## src/rtl/ann_pkg.sv

```systemverilog
// Shared constants and helpers for the ANN input path.
package ann_pkg;

    localparam int unsigned BIT_ORDER_MSB = 1;
    localparam int unsigned BIT_ORDER_LSB = 0;

    // Index width for a range of v values; never less than one bit.
    function automatic int unsigned clog2_min1(input int unsigned v);
        int unsigned w;
        w = 1;
        while ((32'd1 << w) < v) begin
            w = w + 1;
        end
        return w;
    endfunction

endpackage

```

## src/rtl/param_deserializer_if.sv

```systemverilog
// Serial input and word output handshake of the deserializer.
interface param_deserializer_if #(
    parameter int unsigned DATA_W     = 8,
    parameter int unsigned FIFO_DEPTH = 4
);
    localparam int unsigned FILL_W = $clog2(FIFO_DEPTH) + 1;

    logic              ser_in;
    logic              ser_valid;
    logic              frame_start;
    logic [DATA_W-1:0] data_out;
    logic              out_valid;
    logic              out_ready;
    logic [FILL_W-1:0] fill_level;
    logic              overflow;
    logic              clear_ovf;

    modport master (
        output ser_in, ser_valid, frame_start, out_ready, clear_ovf,
        input  data_out, out_valid, fill_level, overflow
    );

    modport slave (
        input  ser_in, ser_valid, frame_start, out_ready, clear_ovf,
        output data_out, out_valid, fill_level, overflow
    );

endinterface

```

## src/rtl/param_deserializer_sync_fifo.sv

```systemverilog
// Show-ahead synchronous FIFO; a push while full is only taken alongside a pop.
module sync_fifo
    import ann_pkg::*;
#(
    parameter int unsigned WIDTH = 8,
    parameter int unsigned DEPTH = 4
) (
    input  logic                           clk,
    input  logic                           reset,
    input  logic                           push,
    input  logic                           pop,
    input  logic [WIDTH-1:0]               wdata,
    output logic [WIDTH-1:0]               rdata,
    output logic                           full,
    output logic                           empty,
    output logic [clog2_min1(DEPTH):0]     count
);
    localparam int unsigned PTR_W = clog2_min1(DEPTH);
    localparam int unsigned CNT_W = PTR_W + 1;

    logic [WIDTH-1:0] mem [DEPTH];
    logic [PTR_W-1:0] rd_ptr;
    logic [PTR_W-1:0] wr_ptr;
    logic [CNT_W-1:0] count_next;
    logic             do_push;
    logic             do_pop;

    assign do_pop  = pop & ~empty;
    assign do_push = push & (~full | do_pop);

    always_comb begin
        count_next = count;
        case ({do_push, do_pop})
            2'b10:   count_next = count + CNT_W'(1);
            2'b01:   count_next = count - CNT_W'(1);
            default: count_next = count;
        endcase
    end

    // Pointers wrap naturally because DEPTH is a power of two.
    always_ff @(posedge clk) begin
        if (reset) begin
            rd_ptr <= '0;
            wr_ptr <= '0;
            count  <= '0;
            full   <= 1'b0;
            empty  <= 1'b1;
        end else begin
            if (do_pop) begin
                rd_ptr <= rd_ptr + PTR_W'(1);
            end
            if (do_push) begin
                wr_ptr <= wr_ptr + PTR_W'(1);
            end
            count <= count_next;
            full  <= (count_next == CNT_W'(DEPTH));
            empty <= (count_next == '0);
        end
    end

    always_ff @(posedge clk) begin
        if (do_push) begin
            mem[wr_ptr] <= wdata;
        end
    end

    assign rdata = empty ? '0 : mem[rd_ptr];

endmodule

```

## src/rtl/param_deserializer.sv

```systemverilog
// Serial-to-parallel word assembler feeding a show-ahead output FIFO.
module param_deserializer
    import ann_pkg::*;
#(
    parameter int unsigned DATA_W     = 8,
    parameter int unsigned FIFO_DEPTH = 4,
    parameter int unsigned MSB_FIRST  = BIT_ORDER_MSB
) (
    input  logic                 clk,
    input  logic                 reset,
    param_deserializer_if.slave  bus
);
    localparam int unsigned CNT_W  = clog2_min1(DATA_W);
    localparam int unsigned FILL_W = clog2_min1(FIFO_DEPTH) + 1;

    logic [DATA_W-1:0] sr;
    logic [DATA_W-1:0] word_next;
    logic [DATA_W-1:0] word_first;
    logic [CNT_W-1:0]  bit_cnt;
    logic              word_last;
    logic              push;
    logic              pop;
    logic              drop;
    logic              fifo_full;
    logic              fifo_empty;
    logic [FILL_W-1:0] fifo_count;
    logic              overflow_q;

    // word_first is the shift result when frame_start discards the partial word.
    if (MSB_FIRST == BIT_ORDER_MSB) begin : g_msb
        assign word_next  = {sr[DATA_W-2:0], bus.ser_in};
        assign word_first = {{(DATA_W-1){1'b0}}, bus.ser_in};
    end else begin : g_lsb
        assign word_next  = {bus.ser_in, sr[DATA_W-1:1]};
        assign word_first = {bus.ser_in, {(DATA_W-1){1'b0}}};
    end

    assign word_last = (bit_cnt == CNT_W'(DATA_W - 1));
    assign push      = bus.ser_valid & ~bus.frame_start & word_last & ~reset;
    assign pop       = bus.out_ready & ~fifo_empty;
    assign drop      = push & fifo_full & ~pop;

    always_ff @(posedge clk) begin
        if (reset) begin
            sr      <= '0;
            bit_cnt <= '0;
        end else if (bus.ser_valid) begin
            if (bus.frame_start) begin
                sr      <= word_first;
                bit_cnt <= CNT_W'(1);
            end else begin
                sr      <= word_next;
                bit_cnt <= word_last ? '0 : bit_cnt + CNT_W'(1);
            end
        end else if (bus.frame_start) begin
            sr      <= '0;
            bit_cnt <= '0;
        end
    end

    // Sticky drop flag; a new drop outranks the clear.
    always_ff @(posedge clk) begin
        if (reset) begin
            overflow_q <= 1'b0;
        end else if (drop) begin
            overflow_q <= 1'b1;
        end else if (bus.clear_ovf) begin
            overflow_q <= 1'b0;
        end
    end

    sync_fifo #(
        .WIDTH (DATA_W),
        .DEPTH (FIFO_DEPTH)
    ) u_fifo (
        .clk   (clk),
        .reset (reset),
        .push  (push),
        .pop   (pop),
        .wdata (word_next),
        .rdata (bus.data_out),
        .full  (fifo_full),
        .empty (fifo_empty),
        .count (fifo_count)
    );

    assign bus.out_valid  = ~fifo_empty;
    assign bus.fill_level = fifo_count;
    assign bus.overflow   = overflow_q;

endmodule

```

## src/flat_wrapper.sv

```systemverilog
// flat-port wrapper written by rule: the top's interface ports become plain ports
module param_deserializer_flat import ann_pkg::*;
#(
    parameter int unsigned DATA_W     = 8,
    parameter int unsigned FIFO_DEPTH = 4,
    parameter int unsigned MSB_FIRST  = BIT_ORDER_MSB
)
  (clk, reset, bus_ser_in, bus_ser_valid, bus_frame_start, bus_out_ready, bus_clear_ovf, bus_data_out, bus_out_valid, bus_fill_level, bus_overflow);
  param_deserializer_if #(.DATA_W(DATA_W), .FIFO_DEPTH(FIFO_DEPTH)) bus_i ();
  input  logic clk;
  input  logic reset;
  input wire logic [$bits(bus_i.ser_in)-1:0] bus_ser_in;
  input wire logic [$bits(bus_i.ser_valid)-1:0] bus_ser_valid;
  input wire logic [$bits(bus_i.frame_start)-1:0] bus_frame_start;
  input wire logic [$bits(bus_i.out_ready)-1:0] bus_out_ready;
  input wire logic [$bits(bus_i.clear_ovf)-1:0] bus_clear_ovf;
  output wire logic [$bits(bus_i.data_out)-1:0] bus_data_out;
  output wire logic [$bits(bus_i.out_valid)-1:0] bus_out_valid;
  output wire logic [$bits(bus_i.fill_level)-1:0] bus_fill_level;
  output wire logic [$bits(bus_i.overflow)-1:0] bus_overflow;
  assign bus_i.ser_in = bus_ser_in;
  assign bus_i.ser_valid = bus_ser_valid;
  assign bus_i.frame_start = bus_frame_start;
  assign bus_i.out_ready = bus_out_ready;
  assign bus_i.clear_ovf = bus_clear_ovf;
  assign bus_data_out = bus_i.data_out;
  assign bus_out_valid = bus_i.out_valid;
  assign bus_fill_level = bus_i.fill_level;
  assign bus_overflow = bus_i.overflow;
  param_deserializer #(.DATA_W(DATA_W), .FIFO_DEPTH(FIFO_DEPTH), .MSB_FIRST(MSB_FIRST)) u_core (.clk(clk), .reset(reset), .bus(bus_i));
endmodule
```

## config.mk

```make
export PLATFORM = sky130hd
export DESIGN_NAME = param_deserializer_flat
export DESIGN_NICKNAME = d
export VERILOG_FILES = /design/src/rtl/ann_pkg.sv /design/src/rtl/param_deserializer_if.sv /design/src/rtl/param_deserializer_sync_fifo.sv /design/src/rtl/param_deserializer.sv /design/src/flat_wrapper.sv
export SDC_FILE = /design/constraint.sdc
export NUM_CORES = 1
export LEC_CHECK = 0
export ABC_AREA = 1
export CAP_MARGIN = 0
export CORE_MARGIN = 2
export CORE_UTILIZATION = 23
export DETAILED_ROUTE_END_ITERATION = 10
export DONT_BUFFER_PORTS = 1
export GPL_TIMING_DRIVEN = 0
export PLACE_DENSITY = 0.43
export SLEW_MARGIN = 25
export SYNTH_ARGS = -nofsm -noshare
export SYNTH_HDL_FRONTEND = slang
export SYNTH_SLANG_ARGS = --single-unit
```

## constraint.sdc

```tcl
create_clock -name clk -period 2.05 [get_ports clk]
set_clock_uncertainty 0.15 [all_clocks]
set_input_delay 0.3075 -clock clk [delete_from_list [all_inputs] [get_ports clk]]
set_output_delay 0.3075 -clock clk [all_outputs]
set_load 0.02 [all_outputs]
```

==> flow_metrics.py, run 1 <==
metrics = {
    "finish": {
        "layout.cells.non_filler": 380,
        "fin_area_um2": 2810,
        "seq_area_um2": 1410,
        "nFillCells": 1046,
        "drive_above_1_share_pct": 25.1,
        "finalNetCount": 261,
        "final_common_cell": "nor2_1",
        "final_cell_mix": "nor2_1, edfxtp_1, nand2_1, inv_1, dfxtp_1",
        "multi_input_area_um2": 852,
        "post-route-util_pct": 29.2,
        "syn_to_final_growth_pct": 24.9,
        "n_antenna_cell": 0,
    },
    "logic_synthesis": {
        "synthTopCellsByArea": "edfxtp_1, dfxtp_1, nor2_1",
        "synth_seq_area_share_pct": 62.2,
        "synth.distinct_cells": 22,
        "synth_top_area_share_pct": 42.7,
        "yosys.area.top_type": "edfxtp_1",
        "syn_nets": 240,
        "netlist_area_um2": 2250,
        "synthCells": 225,
        "ys_seq_elements": 54,
        "synth_warnings": 0,
        "avgSynthCellArea_um2": 10.0,
    },
    "placement": {
        "port_buffers": 0,
        "routabilityCongestion": 0.743,
        "dp.cells": 358,
        "placed_cell_area_um2": 2460,
        "place_hpwl_um": 3050,
        "dp_slack_ns": -0.181,
    },
    "grt": {
        "grt_max_degree": 16,
        "antenna_found_initial": 0,
        "grt_pass1_vias": 1377,
        "grt_overflow_total": 0,
        "grt_usage_pct": 9.55,
        "grt_pass1_wl_um": 7460,
    },
    "power": {
        "max-vdd-ir-drop_mv": 0.254,
        "p_clk_share_pct": 37.2,
        "comb_power_share_pct": 1.7,
        "p_leak_nw": 1.01,
        "p_int_mw": 1.52,
        "p_switching_mw": 0.354,
        "power.total_mw": 1.87,
        "p_seq_share_pct": 61.1,
        "pwr_density_cell_nw_per_um2": 666,
        "swShare_pct": 18.9,
    },
    "setup_path": {
        "worst-path-max-fanout": 4,
        "startpoint": "u_core.bit_cnt[1]$_SDFFE_PP0P_",
        "cp-end-kind": "register",
        "rrSetupSlack_ns": -0.07,
        "arrival_ns": 2.17,
        "rr_endpoint": "u_core.u_fifo.empty$_SDFF_PP1_",
        "worst_setup_path_start_kind": "register",
        "r2r_cells": 12,
        "path_class": "register to register",
        "required_ns": 2.09,
        "reg2reg_from": "u_core.bit_cnt[1]$_SDFFE_PP0P_",
    },
    "sta": {
        "fin_crit_ns": 2.12,
        "relSlewSlack_pct": 48.1,
        "setup_viol": 2,
        "drv_slew": 0,
        "layout_setup_ws_ns": -0.0744,
        "final.setup.tns_ns": -0.126,
        "fmax_mhz": 471,
        "hold_violations": 0,
        "worst_slew_pin_slew_ns": 0.776,
        "period_share_pct": 104,
        "rsz0062_at_grt": "true",
        "holdWs_ns": 0.0768,
    },
    "drt": {
        "drtIter0Drc": 50,
        "via_per_inst": 3.83,
        "wl_per_cell_um": 12.1,
        "drt-total-wl_um": 4600,
        "route.detailed.drc": 0,
        "first_pass_iters": 4,
        "vias": 1454,
        "ant_nets": 0,
    },
    "clock_tree": {
        "cts_max_level": 2,
        "cts_buffers": 5,
        "clk_latency_ns": 0.30,
        "root_buffer": "clkbuf_8",
        "cts_sinks": 54,
        "cts_tree": "built",
        "clock_path_buffers": 2,
        "path_clk_slew_ns": 0.09,
    },
    "hold_path": {
        "hp-class": "primary input to register",
        "min_to": "u_core.bus.overflow$_SDFFE_PP0P_",
        "holdPathStages": 3,
        "hp-start": "bus_clear_ovf",
    },
    "die": {
        "core_um2": 9640,
        "num_rows": 36,
        "die_y_um": 103,
        "pin_count": 20,
        "die-area_um2": 10600,
        "die_x_um": 103,
        "initial_core_util_pct": 23.4,
    },
    "outcome": {
        "violations": "negative setup slack",
        "outcome": "complete, but fails checks",
    },
    "job": {
        "maxCapViolations": 0,
    },
}
[what timing repair did]
item | 4_1_cts | 5_1_grt
endpoints found under the setup margin | 44 | 34
setup buffers | 3 | 5
endpoints found under the hold margin | 10 | 0
hold buffers | 6 | 0
resized for setup | 13 | 21
pin swaps | 6 | 17
[power groups by stage]
stage | Sequential, mW | Clock, mW | Combinational, mW
2_1_floorplan | 1.17 | 0 | 0.0184
3_3_place_gp | 1.17 | 0 | 0.0237
3_5_place_dp | 1.17 | 0 | 0.0237
4_1_cts | 1.14 | 0.727 | 0.0318
5_1_grt | 1.15 | 0.778 | 0.0349
6_report | 1.14 | 0.696 | 0.0311
[registers in the layout (all words and copies together), names as in the netlist, named ones only]
register	count
u_core.u_fifo.full	1
u_core.bus.overflow	1
u_core.u_fifo.wr_ptr	2
u_core.u_fifo.rd_ptr	2
u_core.sr	7
u_core.u_fifo.count	3
u_core.u_fifo.empty	1
u_core.bit_cnt	3
u_core.u_fifo.mem	32
[cell families after synthesis]
family | Yosys count | synth area share (%)
AND/OR/NAND/NOR | 92 | 17.3
flip-flops | 54 | 62.2
AO/OA/AOI/OAI | 39 | 8.78
buffers and inverters | 31 | 6.56
adder cells (fa/ha/maj) | 8 | 4.78
XOR/XNOR | 1 | 0.389
[area by class of cell]
class                   count  area share [%]
plain buffers               6            2.31
clock buffers               7            2.71
clock inverters             1            1.07
inverters                  25            3.47
multi-input cells         140            30.3
flip-flops and latches     54            50.0
well taps                 133            5.92
repair buffers             14            4.27
[cell usage after synthesis]
cell type  count
inv_2          3
nor2_1        47
o21ai_0        8
nand3_2        1
xnor2_1        1
dfxtp_1       22
buf_4          2
ha_1           7
o21ai_1       10
buf_6          3
a22oi_1        1
nand3_1        4
nor2_4         2
nand4_1        1
nand2_1       31
a21oi_1       20
edfxtp_1      32
inv_1         22
nor2_2         2
buf_2          1
fa_1           1
nand2_2        4
[layer usage]
| metal | vias to the layer above | track usage, % | share of wire (%) |
|---|---|---|---|
| met5 | - | 0 | 0 |
| met4 | 0 | 3.34 | 1.6 |
| met3 | 5 | 2.31 | 3.0 |
| met2 | 15 | 15.2 | 47 |
| met1 | 656 | 12.7 | 48 |
| li1 | 778 | - | - |
[worst max path at each step]
stage | to | slack [ns]
after floorplan | u_core.u_fifo.empty$_SDFF_PP1_ | 0.02
after global placement | u_core.u_fifo.empty$_SDFF_PP1_ | -0.16
after detailed placement | u_core.u_fifo.full$_SDFF_PP0_ | -0.18
after CTS | u_core.u_fifo.empty$_SDFF_PP1_ | -0.13
after global routing | u_core.u_fifo.empty$_SDFF_PP1_ | -0.19
final | u_core.u_fifo.empty$_SDFF_PP1_ | -0.07
[critical path, cell delays in order, from the launching register on]
cell and delay, ns:
dfxtp_2 0.36, ha_4 0.14, ha_4 0.12, inv_2 0.05, nor2_4 0.12, nand3_4 0.11, ha_4 0.18, fa_2 0.53
nand2_2 0.06, nand2_4 0.07, nor2_4 0.03, nand2_1 0.06, nand2_1 0.04
(Power assumes the default switching activity.)
==> run 2: changes to the inputs <==
==> constraint.sdc (replaced) <==
create_clock -name clk -period 1.9 [get_ports clk]
set_clock_uncertainty 0.15 [all_clocks]
set_input_delay 0.285 -clock clk [delete_from_list [all_inputs] [get_ports clk]]
set_output_delay 0.285 -clock clk [all_outputs]
set_load 0.02 [all_outputs]
==> run 2 against run 1 <==
  * The run still ends with negative setup slack left
  * Power rose by 1.4%
  * Count of clock-buffer cells in the layout decreased by 1
  * Sequential cell count unchanged
  * Global-route usage fell by 0.33 points
  * Sequential share of layout area shrank 2.2 points
  * Via count is 3.4% higher
  * Largest power group unchanged
  * Combinational power rose by 14%
  * Clock power is 9.9% lower
  * Worst setup slack worse by 0.19 ns
  * Critical path depth rose by 1
  * Wire length grew 1.5%
  * Non-clock buffer count did not move
==> flow_metrics.py, run 2 (synthesis results as in run 1) <==
metrics = {
    "outcome": {
        "outcome": "complete, but fails checks",
        "violations": "negative setup slack",
    },
    "drt": {
        "first_pass_iters": 4,
        "via_per_inst": 3.96,
        "wl_per_cell_um": 12.3,
        "ant_nets": 0,
        "vias": 1503,
        "drt-total-wl_um": 4670,
        "drtIter0Drc": 52,
        "route.detailed.drc": 0,
    },
    "grt": {
        "grt_pass1_vias": 1349,
        "grt_pass1_wl_um": 7170,
        "grt_max_degree": 17,
        "gr-usage-met1_pct": 11.6,
        "grt_use_met2_pct": 15.0,
        "grt-busiest-layer": "met2",
        "grt_usage_pct": 9.22,
        "grt_overflow_total": 0,
        "grt_use_met3_pct": 2.71,
        "antenna_found_initial": 0,
    },
    "setup_path": {
        "slowest_delay_ns": 0.39,
        "cpMostUsedCell": "nand2_1",
        "cp-end-kind": "register",
        "worst_setup_path_start_kind": "register",
        "arrival_ns": 2.21,
        "worst-path-max-fanout": 5,
        "path_class": "register to register",
        "cp_cell_sequence": "ha_4, ha_4, inv_2, nor2_4, nand3_4, ha_4, fa_1, nand2_1, nand3_1, nand2_1, nand2_1, nand2_1, nand2_1",
        "required_ns": 1.94,
        "critPathSlowestCell": "fa_1",
        "crit_family": "adder cells",
        "cp_num_buf_inv": 1,
    },
    "die": {
        "initial_core_util_pct": 23.4,
        "die_y_um": 103,
        "core_um2": 9640,
        "die_x_um": 103,
        "pin_count": 20,
        "die-area_um2": 10600,
        "num_rows": 36,
    },
    "clock_tree": {
        "cts_sinks": 54,
        "path_clk_slew_ns": 0.09,
        "clock_path_buffers": 2,
        "root_buffer": "clkbuf_8",
        "cts_buffers": 5,
        "clk_latency_ns": 0.30,
        "cts_tree": "built",
        "cts_max_level": 2,
    },
    "finish": {
        "syn_to_final_growth_pct": 30.8,
        "top_register": "u_core.u_fifo.mem",
        "n_antenna_cell": 0,
        "finalNetCount": 261,
        "drive_above_1_share_pct": 32.0,
        "largest_register_ffs": 32,
        "nFillCells": 1016,
        "largest_registers": "u_core.u_fifo.mem x32, u_core.sr x7",
        "final_common_cell": "edfxtp_1",
        "multi_input_area_um2": 928,
        "seq_area_um2": 1410,
        "layout.cells.non_filler": 380,
        "final_cell_mix": "edfxtp_1, nand2_1, nor2_1, inv_1, dfxtp_1",
    },
    "placement": {
        "routabilityCongestion": 0.741,
        "dp_slack_ns": -0.300,
        "place_hpwl_um": 3000,
        "dp.cells": 358,
        "port_buffers": 0,
    },
    "hold_path": {
        "hp-class": "primary input to register",
    },
    "sta": {
        "period_share_pct": 114,
        "fmax_mhz": 462,
        "fin_crit_ns": 2.17,
        "rsz0062_at_grt": "true",
        "worst_slew_pin_slew_ns": 0.831,
        "setup_viol": 34,
        "layout_setup_ws_ns": -0.266,
        "holdWs_ns": 0.0380,
        "drv_slew": 0,
        "relSlewSlack_pct": 44.4,
        "hold_violations": 0,
    },
    "power": {
        "pwr_density_cell_nw_per_um2": 644,
        "max-vdd-ir-drop_mv": 0.301,
        "p_leak_nw": 1.03,
    },
    "job": {
        "maxCapViolations": 0,
    },
}
==> run 2: changes by cell type in the layout (fill, tap and decap cells not counted), sizes merged <==
| cell | delta |
|---|---|
| bufinv | -1 |
| buf | +3 |
| clkinv | +2 |
| clkbuf | -1 |
| dlygate4sd3 | -3 |
==> run 2: report_power, final <==
group          internal [mW]  switching, mW  total [mW]
Sequential              1.23        0.00411        1.24
Combinational         0.0130         0.0224      0.0354
Clock                  0.261          0.366       0.627
==> run 2: through the flow <==
stage               cell area [µm²]  power, mW  TNS [ns]  util (%)
floorplan                      2300       1.28    -0.334         -
global placement               2470       1.29     -8.65      25.6
detailed placement             2470       1.29     -8.50      25.6
CTS                            2780       1.92     -7.93      28.8
global route                   2950       1.99    -10.88      30.6
finish                         2950       1.90     -5.32      30.6
==> run 2: final timing paths <==
path	start	to	slack (ns)	depth (start not counted)
max	u_core.bit_cnt[1]$_SDFFE_PP0P_	u_core.u_fifo.empty$_SDFF_PP1_	-0.27	13
max reg2reg	u_core.bit_cnt[1]$_SDFFE_PP0P_	u_core.u_fifo.empty$_SDFF_PP1_	-0.27	13
min	bus_clear_ovf	u_core.bus.overflow$_SDFFE_PP0P_	0.04	3
min reg2reg	u_core.u_fifo.rd_ptr[1]$_SDFFE_PP0P_	register	0.32	2
==> run 2: per-layer routing <==
metal  part of all wire, %  vias to the layer above
li1                      -                      776
met4                   2.2                        0
met2                    48                       25
met3                   4.4                        9
met1                    45                      693
met5                     0                        -
==> run 2: final cells by class <==
cell class	count	area share (%)
well taps	133	5.65
clock inverters	2	0.467
repair buffers	14	6.33
plain buffers	6	2.46
clock buffers	6	2.46
flip-flops and latches	54	47.7
inverters	25	3.40
multi-input cells	140	31.5
==> run 2: worst register-to-register path, cell delays in order (launching register included) <==
cell and delay (ns):
dfxtp_2 0.36, ha_4 0.14, ha_4 0.12, inv_2 0.04, nor2_4 0.14, nand3_4 0.13
ha_4 0.19, fa_1 0.39, nand2_1 0.10, nand3_1 0.08, nand2_1 0.07, nand2_1 0.05
nand2_1 0.06, nand2_1 0.04
==> run 2: timing repair <==
action	CTS	global route
cloned	1	0
hold buffers	3	0
hold endpoints to repair	10	0
endpoints found under the setup margin	44	44
setup buffers	7	3
pin swaps	5	19
gates resized for setup	22	37
==> edit 1, RTL diff (settings of run 2) <==
`DATA_W` is set to 8 in 3 places; all go to 12.
--- a/src/rtl/param_deserializer_if.sv
+++ b/src/rtl/param_deserializer_if.sv
@@ -1,5 +1,5 @@
 // Serial input and word output handshake of the deserializer.
 interface param_deserializer_if #(
-    parameter int unsigned DATA_W     = 8,
+    parameter int unsigned DATA_W     = 12,
     parameter int unsigned FIFO_DEPTH = 4
 );
--- a/src/rtl/param_deserializer.sv
+++ b/src/rtl/param_deserializer.sv
@@ -3,5 +3,5 @@
     import ann_pkg::*;
 #(
-    parameter int unsigned DATA_W     = 8,
+    parameter int unsigned DATA_W     = 12,
     parameter int unsigned FIFO_DEPTH = 4,
     parameter int unsigned MSB_FIRST  = BIT_ORDER_MSB
--- a/src/flat_wrapper.sv
+++ b/src/flat_wrapper.sv
@@ -2,5 +2,5 @@
 module param_deserializer_flat import ann_pkg::*;
 #(
-    parameter int unsigned DATA_W     = 8,
+    parameter int unsigned DATA_W     = 12,
     parameter int unsigned FIFO_DEPTH = 4,
     parameter int unsigned MSB_FIRST  = BIT_ORDER_MSB
Interface: changed (resized bus_data_out); port bits go from 20 to 24. The function was not compared with the original's and may differ.
==> edit 1 against run 2 <==
Final area is 42% higher; area after synthesis grew 34%; highest routed layer unchanged; sequential cell count increased by 21; the run still ends with setup timing left; critical path depth fell by 3; count of clock-buffer cells in the layout up 3; total power grew 120%; wire length grew 50%; maximum frequency grew 5.1%; setup slack better by 100 ps.
==> edit 1: results (changes against run 2) <==
| Metric | Value |
|---|---|
| Status | finished with violations |
| Failing checks | setup timing |
| EDFF count, synth | 48 (+50%) |
| Final Wtd Congestion | 0.727 (-1.8%) |
| Hold path startpoint | reset |
| CTS buffer count | 9 (+4) |
| Post-CTS Resized | 78 (+250%) |
| Library cells used by synthesis | 25 (+14%) |
| Initial DRC count | 123 (+140%) |
| Post-DP HPWL | 4340 µm (+45%) |
| Final Non-Filler Cells | 489 (+29%) |
| Final setup margin | -162 ps (+104 ps) |
| Share of layout cells above drive strength 1 | 35.0% (+3.0 points) |
| Most area-consuming cells after synthesis | edfxtp_1 (48%), dfxtp_1 (18%), nor2_1 (7.5%) |
| WP data arrival | 2170 ps (-40 ps) |
| Cell count of the worst reg-to-reg path | 10 (-3) |
| Crit Path Max Fanout | 3 (-2) |
| Syn Area/Cell | 10.6 µm² (+6.2%) |
| # setup viols final | 6 (-82%) |
| Sequential share of the synthesized area | 65.6% (+3.4 points) |
| Detail-routed net length per standard cell | 14.3 µm (+17%) |
| Adder-Cell Fraction of Synth Area | 3.15% (-1.6 points) |
| Hold Path Depth | 2 (-1) |
| Vias per cell | 4.21 (+6.4%) |
| Synth Net Count | 298 (+24%) |
| Pin count of the biggest net entering global routing | 15 (-2) |
| Root buffer cell | clkbuf_16 |
| All-Layer GR Usage | 10.7% (+1.5 points) |
| Synth Area in Compound Gates | 9.32% (+0.55 points) |
| Final net count | 326 (+25%) |
| Reg-to-reg endpoint | u_core.u_fifo.full |
| XOR/XNOR Fraction of Synth Area | 1.16% (+0.77 points) |
| Worst-Skew Late Latency | 330 ps (+30 ps) |
| Place WS | -456 ps (-156 ps) |
| Met2 wire len | 3280 µm (+45%) |
| M1 GR Usage | 13.9% (+2.3 points) |
edit 1: cell count changes after synthesis, sizes merged, moves of 3 or more:
cell    before  now
a21oi       20   17
nand3        5   20
dfxtp       22   27
xor2         0    4
clkbuf       0    5
nor2        51   62
o22ai        0    3
edfxtp      32   48
o21ai       18   34
nand2       35   19
edit 1: report_power, final:
part	leakage [nW]	total [mW]	switching, mW	internal [mW]
logic	0.648	0.519	0.314	0.205
clock network	0.152	1.84	0.682	1.16
registers	0.674	1.78	0.0407	1.74
total	1.47	4.14	1.04	3.11
edit 1: cell type report:
type	instances	area, µm²
clock buffers	9	225
plain buffers	11	155
inverters	26	110
flip-flops and latches	75	1990
repair buffers	17	219
well taps	172	215
multi-input cells	172	1170
fillers	1307	8530
clock inverters	7	101
edit 1: stage by stage:
| step | hold slack (ps) | area, µm² | total power [mW] | setup TNS (ps) |
|---|---|---|---|---|
| after detailed placement | 235 | 3310 | 2.13 | -14340 |
| after global routing | 6.00 | 4190 | 4.29 | -1620 |
| final | 4.52 | 4190 | 4.14 | -514 |
| after CTS | 1.14 | 3980 | 4.12 | -690 |
| after floorplan | 234 | 3080 | 2.04 | -343 |
| after global placement | 235 | 3300 | 2.12 | -29560 |
edit 1: worst max-delay path by stage:
stage,to,depth (start not counted)
2_1_floorplan,u_core.u_fifo.full,11
3_3_place_gp,u_core.u_fifo.mem[3][9],5
3_5_place_dp,u_core.u_fifo.full,10
4_1_cts,u_core.u_fifo.full,10
5_1_grt,u_core.u_fifo.full,10
6_report,u_core.u_fifo.full,10
==> edit 2, RTL diff (config.mk and constraints of run 2) <==
Made on the original files. Reset style: asynchronous (`reset`), changed in 3 clocked blocks.
--- a/src/rtl/param_deserializer_sync_fifo.sv
+++ b/src/rtl/param_deserializer_sync_fifo.sv
@@ -39,5 +39,5 @@
 
     // Pointers wrap naturally because DEPTH is a power of two.
-    always_ff @(posedge clk) begin
+    always_ff @(posedge clk or posedge reset) begin
         if (reset) begin
             rd_ptr <= '0;
--- a/src/rtl/param_deserializer.sv
+++ b/src/rtl/param_deserializer.sv
@@ -41,5 +41,5 @@
     assign drop      = push & fifo_full & ~pop;
 
-    always_ff @(posedge clk) begin
+    always_ff @(posedge clk or posedge reset) begin
         if (reset) begin
             sr      <= '0;
@@ -60,5 +60,5 @@
 
     // Sticky drop flag; a new drop outranks the clear.
-    always_ff @(posedge clk) begin
+    always_ff @(posedge clk or posedge reset) begin
         if (reset) begin
             overflow_q <= 1'b0;
Behaviour: differs if reset is asserted again (counterexample within 10 cycles, from zero or initial values and one cycle with reset high); with reset held inactive, the same outputs for 10 cycles.
==> edit 2 against run 2 <==
The run still ends with setup timing left; count of clock-buffer cells in the layout fell by 1; critical path depth fell by 4; sequential cell count fell by 2; setup slack got worse by 32 ps; via count rose by 1.5%; hold slack improved by 13 ps; final area rose by 6.2%; wire length rose by 6.4%; area after synthesis rose by 1.3%; non-clock buffer count rose by 14.
Power is not compared: it rests on default switching activity, and its combinational part moved more than twofold at a synthesized area within 25%.
==> edit 2: results (changes against run 2) <==
| Metric | Value |
|---|---|
| Reg-to-reg endpoint | u_core.u_fifo.full |
| Failing checks | setup timing |
| Max stage delay on crit path | 570 ps (+180 ps) |
| Final Wtd Congestion | 0.735 (-0.82%) |
| Final setup margin | -298 ps (-31.8 ps) |
| # setup viols final | 29 (-15%) |
| Cell count of the worst reg-to-reg path | 9 (-4) |
| Worst r2r src | u_core.u_fifo.empty |
| Inverters | 27 (+8.0%) |
| Met3 Use GR | 2.08% (-0.64 points) |
| Post-DP HPWL | 2960 µm (-1.5%) |
| Via count | 1525 (+1.5%) |
| Syn Area/Cell | 10.9 µm² (+9.0%) |
| Synth Net Count | 224 (-6.7%) |
| Multi-input gate area | 898 µm² (-3.2%) |
| Pin count of the biggest net entering global routing | 20 (+3) |
| M1 GR Usage | 12.0% (+0.37 points) |
| Vias in the first global route | 1499 (+11%) |
| Drt total wl | 4960 µm (+6.4%) |
| Adder-Cell Fraction of Synth Area | 4.72% (-0.060 points) |
| Synth Area in Compound Gates | 6.53% (-2.3 points) |
| Max_slew headroom | 40.5% (-3.9 points) |
| Tot Pwr | between 4 and 5 mW |
| Library cells used by synthesis | 24 (+9.1%) |
| Most area-consuming cells after synthesis | edfxtp_1 (42%), dfrtp_1 (21%), nand2_1 (7.7%) |
| First-pass GRT wire length | 7890 µm (+10%) |
| Vias per cell | 4.02 (+1.7%) |
| XOR/XNOR Fraction of Synth Area | 1.15% (+0.76 points) |
| Final net count | 260 (-0.38%) |
| Initial DRC count | 22 (-58%) |
| Status | finished with violations |
| Share of layout cells above drive strength 1 | 38.6% (+6.6 points) |
| Cells after DPL | 342 (-4.5%) |
| Seq cells post-synth | 52 (-3.7%) |
| Multi-input comb cells | 125 (-11%) |
| Sequential share of the synthesized area | 64.1% (+1.9 points) |
| Clock network area share | 3.68% (+0.75 points) |
| Hold slack | 51.0 ps (+13.0 ps) |
| Hold path startpoint | bus_frame_start |
| # fillers | 1007 (-0.89%) |
| Signal buffers | 34 (+70%) |
==> edit 2: worst min-delay path: cells and delay by family <==
kind,cells,cell delay (ps)
AND/OR/NAND/NOR,2,130
buffers and inverters,1,70
==> edit 2: through the flow <==
| stage | setup WS (ps) | TNS [ps] | instance area [µm²] |
|---|---|---|---|
| CTS | -365 | -9500 | 2970 |
| global route | -410 | -9730 | 3130 |
| floorplan | -255 | -824 | 2310 |
| global placement | -480 | -13120 | 2470 |
| finish | -298 | -5180 | 3130 |
| detailed placement | -482 | -13360 | 2470 |
==> edit 2: what timing repair did <==
item,CTS,global route
resized for setup,40,47
setup buffers,16,10
gates cloned,2,0
pin swaps,16,30
endpoints found under the hold margin,27,0
endpoints found under the setup margin,45,45
hold buffers,6,0
==> edit 2: routing by layer <==
layer | vias up | part of all wire [%]
met5 | - | 0
met4 | 0 | 1.7
met3 | 7 | 2.3
met2 | 17 | 49
met1 | 742 | 47
li1 | 759 | -
